File: src/rtl/neuron_param_bank.sv
// neuron_param_bank: Wishbone-mapped parameter storage for NUM_NEURONS neurons with a core read port and a voltage write-back port
//   wbs_*          : Wishbone slave window at PARAM_BASE, 16 bytes per neuron (words 0..2 used, word 3 reserved)
//   core_rd_*      : registered indexed read of one neuron's parameter set, 1-cycle latency
//   core_wr_*      : voltage-potential write-back; dropped when a same-cycle bus write owns that byte
module neuron_param_bank #(
    parameter int          NUM_NEURONS = 16,
    parameter int          IDX_W       = $clog2(NUM_NEURONS),
    parameter logic [31:0] PARAM_BASE  = 32'h30004000
) (
    input  logic              wb_clk_i,
    input  logic              wb_rst_i,
    input  logic              wbs_cyc_i,
    input  logic              wbs_stb_i,
    input  logic              wbs_we_i,
    input  logic [3:0]        wbs_sel_i,
    input  logic [31:0]       wbs_adr_i,
    input  logic [31:0]       wbs_dat_i,
    output logic              wbs_ack_o,
    output logic [31:0]       wbs_dat_o,
    input  logic              core_rd_en_i,
    input  logic [IDX_W-1:0]  core_rd_idx_i,
    output logic              core_rd_valid_o,
    output logic signed [7:0] voltage_potential_o,
    output logic signed [7:0] pos_reset_o,
    output logic signed [7:0] neg_reset_o,
    output logic signed [7:0] leak_value_o,
    output logic signed [7:0] pos_threshold_o,
    output logic signed [7:0] neg_threshold_o,
    output logic signed [7:0] weight_type1_o,
    output logic signed [7:0] weight_type2_o,
    output logic signed [7:0] weight_type3_o,
    output logic signed [7:0] weight_type4_o,
    output logic              weight_select_o,
    input  logic              core_wr_en_i,
    input  logic [IDX_W-1:0]  core_wr_idx_i,
    input  logic [7:0]        core_wr_vp_i,
    output logic              core_wr_drop_o
);
    localparam logic [31:0] WIN = 32'(16 * NUM_NEURONS);

    typedef enum logic {IDLE, ACK} state_t;
    state_t r_state, w_next;

    logic [31:0] r_w0 [NUM_NEURONS];
    logic [31:0] r_w1 [NUM_NEURONS];
    logic [24:0] r_w2 [NUM_NEURONS];

    logic [31:0] r_dat;
    logic        r_valid, r_drop, r_wsel;
    logic [7:0]  r_vp, r_pr, r_nr, r_leak, r_pth, r_nth, r_wt1, r_wt2, r_wt3, r_wt4;

    logic [31:0]      w_off, w_cur, w_mrg, w_r0, w_r1;
    logic [IDX_W-1:0] w_nidx;
    logic [1:0]       w_word;
    logic [24:0]      w_r2;
    logic             w_req, w_valid, w_bwr, w_coll;

    assign w_off   = wbs_adr_i - PARAM_BASE;
    assign w_nidx  = w_off[4 +: IDX_W];
    assign w_word  = w_off[3:2];
    assign w_valid = (wbs_adr_i >= PARAM_BASE) && (w_off < WIN) && (w_word != 2'd3);
    assign w_req   = (r_state == IDLE) && wbs_cyc_i && wbs_stb_i;
    assign w_bwr   = w_req && wbs_we_i && w_valid;
    // Bus wins the voltage byte only when it actually writes lane 1 of the same neuron's word2
    assign w_coll  = core_wr_en_i && w_bwr && (w_word == 2'd2) && (w_nidx == core_wr_idx_i) && wbs_sel_i[1];
    assign w_cur   = (w_word == 2'd0) ? r_w0[w_nidx] :
                     (w_word == 2'd1) ? r_w1[w_nidx] :
                     (w_word == 2'd2) ? {7'd0, r_w2[w_nidx]} : 32'd0;
    assign w_r0    = r_w0[core_rd_idx_i];
    assign w_r1    = r_w1[core_rd_idx_i];
    assign w_r2    = r_w2[core_rd_idx_i];

    always_comb begin
        w_mrg = w_cur;
        for (int i = 0; i < 4; i++) w_mrg[8*i +: 8] = wbs_sel_i[i] ? wbs_dat_i[8*i +: 8] : w_cur[8*i +: 8];
    end

    always_comb begin
        w_next = IDLE;
        w_next = (r_state == IDLE && w_req) ? ACK : IDLE;
    end

    always_ff @(posedge wb_clk_i) begin
        r_state <= wb_rst_i ? IDLE : w_next;
    end

    always_ff @(posedge wb_clk_i) begin
        if (wb_rst_i) begin
            for (int i = 0; i < NUM_NEURONS; i++) begin
                r_w0[i] <= '0;
                r_w1[i] <= '0;
                r_w2[i] <= '0;
            end
        end else begin
            if (w_bwr && w_word == 2'd0) r_w0[w_nidx] <= w_mrg;
            if (w_bwr && w_word == 2'd1) r_w1[w_nidx] <= w_mrg;
            if (w_bwr && w_word == 2'd2) r_w2[w_nidx] <= w_mrg[24:0];
            if (core_wr_en_i && !w_coll) r_w2[core_wr_idx_i][15:8] <= core_wr_vp_i;
        end
    end

    always_ff @(posedge wb_clk_i) begin
        if (wb_rst_i) begin
            r_dat   <= '0;
            r_valid <= 1'b0;
            r_drop  <= 1'b0;
            r_wsel  <= 1'b0;
            r_vp    <= '0;
            r_pr    <= '0;
            r_nr    <= '0;
            r_leak  <= '0;
            r_pth   <= '0;
            r_nth   <= '0;
            r_wt1   <= '0;
            r_wt2   <= '0;
            r_wt3   <= '0;
            r_wt4   <= '0;
        end else begin
            r_valid <= core_rd_en_i;
            r_drop  <= w_coll;
            if (w_req) r_dat <= w_valid ? w_cur : 32'd0;
            if (core_rd_en_i) begin
                r_wsel <= core_rd_idx_i[0];
                r_vp   <= w_r2[15:8];
                r_pr   <= w_r2[7:0];
                // Hard reset mirrors pos_reset; 8-bit wrap keeps -(-128) at -128
                r_nr   <= w_r2[24] ? w_r2[23:16] : (~w_r2[7:0] + 8'd1);
                r_leak <= w_r0[31:24];
                r_pth  <= w_r0[23:16];
                r_nth  <= w_r0[15:8];
                r_wt1  <= w_r1[31:24];
                r_wt2  <= w_r1[23:16];
                r_wt3  <= w_r1[15:8];
                r_wt4  <= w_r1[7:0];
            end
        end
    end

    assign wbs_ack_o           = (r_state == ACK);
    assign wbs_dat_o           = r_dat;
    assign core_rd_valid_o     = r_valid;
    assign core_wr_drop_o      = r_drop;
    assign weight_select_o     = r_wsel;
    assign voltage_potential_o = r_vp;
    assign pos_reset_o         = r_pr;
    assign neg_reset_o         = r_nr;
    assign leak_value_o        = r_leak;
    assign pos_threshold_o     = r_pth;
    assign neg_threshold_o     = r_nth;
    assign weight_type1_o      = r_wt1;
    assign weight_type2_o      = r_wt2;
    assign weight_type3_o      = r_wt3;
    assign weight_type4_o      = r_wt4;
endmodule
File: config.mk
export PLATFORM = sky130hd
export DESIGN_NAME = neuron_param_bank
export DESIGN_NICKNAME = d
export VERILOG_FILES = /design/src/rtl/neuron_param_bank.sv
export SDC_FILE = /design/constraint.sdc
export NUM_CORES = 2
export LEC_CHECK = 0
export ABC_AREA = 1
export CELL_PAD_IN_SITES_DETAIL_PLACEMENT = 1
export CELL_PAD_IN_SITES_GLOBAL_PLACEMENT = 2
export CORE_ASPECT_RATIO = 1.5
export CORE_UTILIZATION = 43
export DETAILED_ROUTE_END_ITERATION = 10
export HOLD_SLACK_MARGIN = 0.12
export PLACE_DENSITY = 0.89
export SYNTH_ARGS = -nofsm -noshare
export SYNTH_HDL_FRONTEND = slang
export SYNTH_SLANG_ARGS = --single-unit
File: constraint.sdc
create_clock -name wb_clk_i -period 6.4 [get_ports wb_clk_i]
set_input_delay 0.96 -clock wb_clk_i [delete_from_list [all_inputs] [get_ports wb_clk_i]]
set_output_delay 0.96 -clock wb_clk_i [all_outputs]
set_load 0.005 [all_outputs]
# Word-level counts from Yosys, hierarchy flattened
# Memories as Yosys holds them, arrays and structs flattened. A register that Yosys moved wholly into a read port is not among the register bits.
# Cells that the tools add are included.
# Widths: inputs -> output; s select.
# op_classes
addsub	2
n_lt_le_gt_ge	2
n_eq_ne	4
mux	36
n_bitwise	2
n_reduce_logical	21
# op_table
cell	count
$mux 32	5
$mux 25	3
$reduce_or 32->1	2
$reduce_or 25->1	2
$mux 8	5
$ge 32x30->1 const B	1
$lt 32x9->1 const B	1
$sub 32x30->32 const B	1
$mux 1	18
$mux 4	4
$logic_and 1x1->1	15
$add 8x1->8 const B	1
$not 8->8	1
$eq 4x4->1	1
$eq 2x1->1 const B	1
$eq 2x2->1 const B	1
$logic_not 2->1	1
$mux 2	1
$ne 2x2->1 const B	1
$logic_not 1->1	1
$not 1->1	1
# word_totals
register_bits	60
mem_bits_rw	1424
inputBits	91
output_inout_bits	116
elab_cells	78
mem_count	3
# memory_table
memory	words	width	rd	rd_clocked_by_memory_dff	write_ports	line_no	source
r_w0	16	32	2	1	16	44	logic [31:0] r_w0 [NUM_NEURONS];
r_w1	16	32	2	1	16	45	logic [31:0] r_w1 [NUM_NEURONS];
r_w2	16	25	2	0	16	46	logic [24:0] r_w2 [NUM_NEURONS];

# Logic depth before layout (Yosys ltp)
# depth
depth_word	16
mapped_depth	19
depth_no_buf	15

# Least setup slack after synthesis
# No wires, ideal clock.
# synth_timing
path_type	input port to flip-flop
start	input port wbs_adr_i[21]
end	memory r_w1[10][0], enable pin
setup_ns	0.389
t_arrival_ns	3.372
required_time_ns	6.011
path_slack_ns	2.639
stages	13
path_buffers	2
cell_sequence	nor2_1 nand2_1 nor2_1 nand2_2 nand2_1 nand2_1 nor2_1 nand3_2 nor3b_4 buf_4 nand4_2 clkbuf_1 nand2_1
# synth_lines
item	line_no	source
start: declaration	16	input logic [31:0] wbs_adr_i,
end: declaration	45	

==> results by group <==
Clock network
  • CTS sink count: 1540
  • CTS H-tree depth: 4
  • CTS clk-pin slew, worst paths: roughly 60 ps
  • Root buffer cell: clkbuf_16
  • Post-CTS setup buffer count: 0
  • CTS Buf Count: 166
  • CTS tree: yes
  • Clock Latency Late Sink: 860 ps
  • Deepest clock path buffer count: 4
  • Hold_buf cts: 0
  • # resized after CTS: 0

Setup path
  • RR Startpoint: wbs_ack_o
  • Startpoint types: input pin
  • Crit path cell chain: clkdlybuf4s50_1 > nand2_2 > inv_8 > buf_4 > a22oi_1 > nand2_1 > nand2_1 > nand2_1 > o21ai_1 > nand3_1 > nand2_1 > nand2_2 > inv_2 > nor2_1
  • Crit-path max cell delay: ~830 ps
  • CP top delay family: buffers and inverters
  • Levels on crit path: 14
  • Crit-path max FO: 75
  • R2R setup slack: 2050 ps
  • Capturing point of the worst reg2reg path: r_w2[11][3]
  • Crit path max-delay cell type: o21ai_1
  • Cell mode on critical path: nand2_1
  • Worst Path Arrival: 5770 ps
  • CP Buf/Inv Count: 4
  • Kind of critical path: input pin to register
  • Worst Setup End Kind: register
  • Worst Path Required: 6930 ps
  • FF-to-FF path depth: 8

Synthesis
  • Syn_nets: roughly 9000
  • Distinct cells, synth: 48
  • Top-count cell post-synth: nor2_1
  • Register bit total from synthesis: 1540
  • Area contributors post-synth: edfxtp_1, nor2_1, a22oi_1, o21ai_0, nand2_1
  • Post-synth ARST share: 0
  • Synth warn: 0
  • Post-Synthesis Cells: roughly 8700
  • Post-synthesis sequential area ratio: 0.567
  • Synth cell count leaders: nor2_1, edfxtp_1, nand2_1
  • Leading area contributor after synthesis: edfxtp_1
  • Primary FF master, synth: edfxtp_1
  • Cell Area, Synth: 79500 µm²
  • Avg Inst Size Synth: 9.12 µm²
  • Number of synthesized flops with an enable pin: between 1000 and 1500
  • Top cell type's share of synthesized area: 0.538

Power and ir drop
  • Max VDD drop: 0.000237 V
  • Reported net switching power: about 0.007 W
  • Pwr/cell area: 275 nW/µm²
  • Clock Power Share: 0.405
  • Combinational Power Share: 0.128
  • Pleak: 33.9 nW
  • Sw frac: 0.276
  • Internal Dissipation: 0.0179 W
  • Sequential share of power: 0.466

Layout
  • NumNets Final: 8681
  • P&R area growth vs syn: 13.4%
  • Fin area: around 90000 µm²
  • Layout cells sized above 1: 0.0923
  • Post-Layout Cell Count: 11143

Floorplanning
  • Core area: 183000 µm²
  • I/O Pins: 207
  • Die H: approximately 530 µm
  • Total die area: 187000 µm²
  • Die W: 353 µm
  • FP Rows: 192
  • Initial core utilization: 0.434

Global routing
  • GRT Residual Overflow: 0
  • Number of global-route vias before repair: 75858
  • Largest net degree at the start of global routing: 140
  • Initial antenna violation count: 6
  • GRT Total Usage: 0.381
  • Global-route wire length before repair: 519000 µm

Min path
  • Worst min path class: register to register
  • WHS Path Cells: 2
  • HP Start: wbs_dat_o[0]
  • Hold Crit Endpoint: wbs_dat_o[0]

Routing
  • Post-route ant nets: 0
  • DRC: 0
  • Post-Route WL: 365000 µm
  • Routed len/inst: 32.7 µm
  • Pre-antenna DRT Iters: 6
  • DRT iter0 DRCs: 9235
  • Mean number of vias per cell: 6.66
  • Vias: 74187

Timing
  • Setup repair after global routing missed its margin: false
  • Post-route setup TNS: 0 ps
  • Final period util: 0.819
  • Final hold violations: 0
  • Fin. max-slew vios: 0
  • Slew @ Worst Pin: approximately 1400 ps
  • Crit path time final: 5240 ps
  • Max-slew headroom: 0.0257
  • Maximum clock frequency: 0.191 GHz
  • # setup viols final: 0
  • Clk_skew: 55.5 ps

Place
  • Placed inst area: 84600 µm²
  • RD Place Congestion: 0.925
  • Cells after DPL: around 11000
  • Port-buffer cells: 204
  • HPWL Detailed: 220000 µm

Outcome
  • Status: complete, no violations

Run
  • Max-Cap Viols: 0
registers in the layout (all words and copies together), names as in the netlist, 8 cells and up:
name	count
r_w2	400
neg_reset_o	8
pos_threshold_o	8
weight_type2_o	8
weight_type1_o	8
neg_threshold_o	8
r_w0	512
wbs_dat_o	32
voltage_potential_o	8
weight_type4_o	8
pos_reset_o	8
r_w1	512
leak_value_o	8
weight_type3_o	8
power groups by stage:
stage	clock network [W]	logic (W)	registers, W
CTS	0.0100	0.00307	0.0115
global placement	0	0.00298	0.0117
global route	0.0104	0.00328	0.0116
detailed placement	0	0.00305	0.0118
floorplan	0	0.00162	0.0117
finish	0.0100	0.00318	0.0116
per-layer routing:
metal	routed length [µm]	track usage	vias up
met1	124000	0.443	37122
met3	37500	0.0721	1491
li1	-	-	30398
met5	75	0	-
met2	168000	0.616	5166
met4	34400	0.309	10
stage by stage:
stage | hold slack, ps | utilization | power, W | setup slack, ps
after floorplan | 462 | - | 0.0133 | 2640
after global placement | 452 | 0.462 | 0.0147 | 844
after detailed placement | 458 | 0.462 | 0.0148 | 812
after CTS | 466 | 0.492 | 0.0247 | 1680
after global routing | 488 | 0.492 | 0.0252 | 1290
final | 465 | 0.492 | 0.0248 | 1160
worst reg2reg max path, stage by stage (launching register included):
cell and delay, ps:
dfxtp_1 310, nor2_1 620, clkinv_1 200, nor2_1 130
buf_4 210, nand4_4 540, nor2_2 680, inv_2 390
nand2_1 860
how the worst max path moves through the flow:
stage	slack, ps	to	from
2_1_floorplan	2640	r_w1[10][0]	wbs_adr_i[21]
3_3_place_gp	840	r_w2[11][3]	wbs_adr_i[18]
3_5_place_dp	810	r_w2[11][3]	wbs_adr_i[16]
4_1_cts	1680	r_w2[11][5]	wbs_adr_i[16]
5_1_grt	1290	r_w0[4][12]	wbs_adr_i[4]
6_report	1160	r_w0[4][12]	wbs_adr_i[4]
kinds of logic after synthesis:
kind of cell | Yosys count | synth area share
buf+inv | 1204 | 0.0640
xor+xnor | 2 | 0.000220
compound gates | 2189 | 0.171
simple gates | 3761 | 0.196
mux | 15 | 0.00189
flops | 1540 | 0.567
fa+ha+maj | 1 | 0.000157
cells in the final DEF, fill, tap and decap left out, types with 11 or more instances in the layout:
cell	n
nand2_2	43
nand4_1	168
dfxtp_1	116
nand4_2	29
or2_1	24
clkdlybuf4s50_1	197
buf_4	263
buf_12	67
o21ai_0	857
clkinv_2	26
mux2i_4	15
nor2_4	13
clkinv_1	16
o221ai_1	123
clkbuf_1	35
or2_2	42
edfxtp_1	1424
o311ai_0	38
o22ai_1	154
nand3_1	205
inv_4	11
nor2_1	2090
nand2_1	1107
bufinv_16	15
clkbuf_8	23
inv_1	339
o211ai_1	108
a22oi_1	589
o21ai_1	37
nor2_2	14
clkbuf_16	171
inv_2	23
a21oi_1	253
final cells by class:
type	instances	area (µm²)
fill	20598	93000
sequential	1540	45100
multi-input combinational	5968	29700
timing repair buffer	533	5350
clock buffer	229	4730
tap	2425	3030
inverter	380	1490
clock inverter	65	717
antenna	3	7.51
Note: power is estimated with default switching activity, not from simulation.
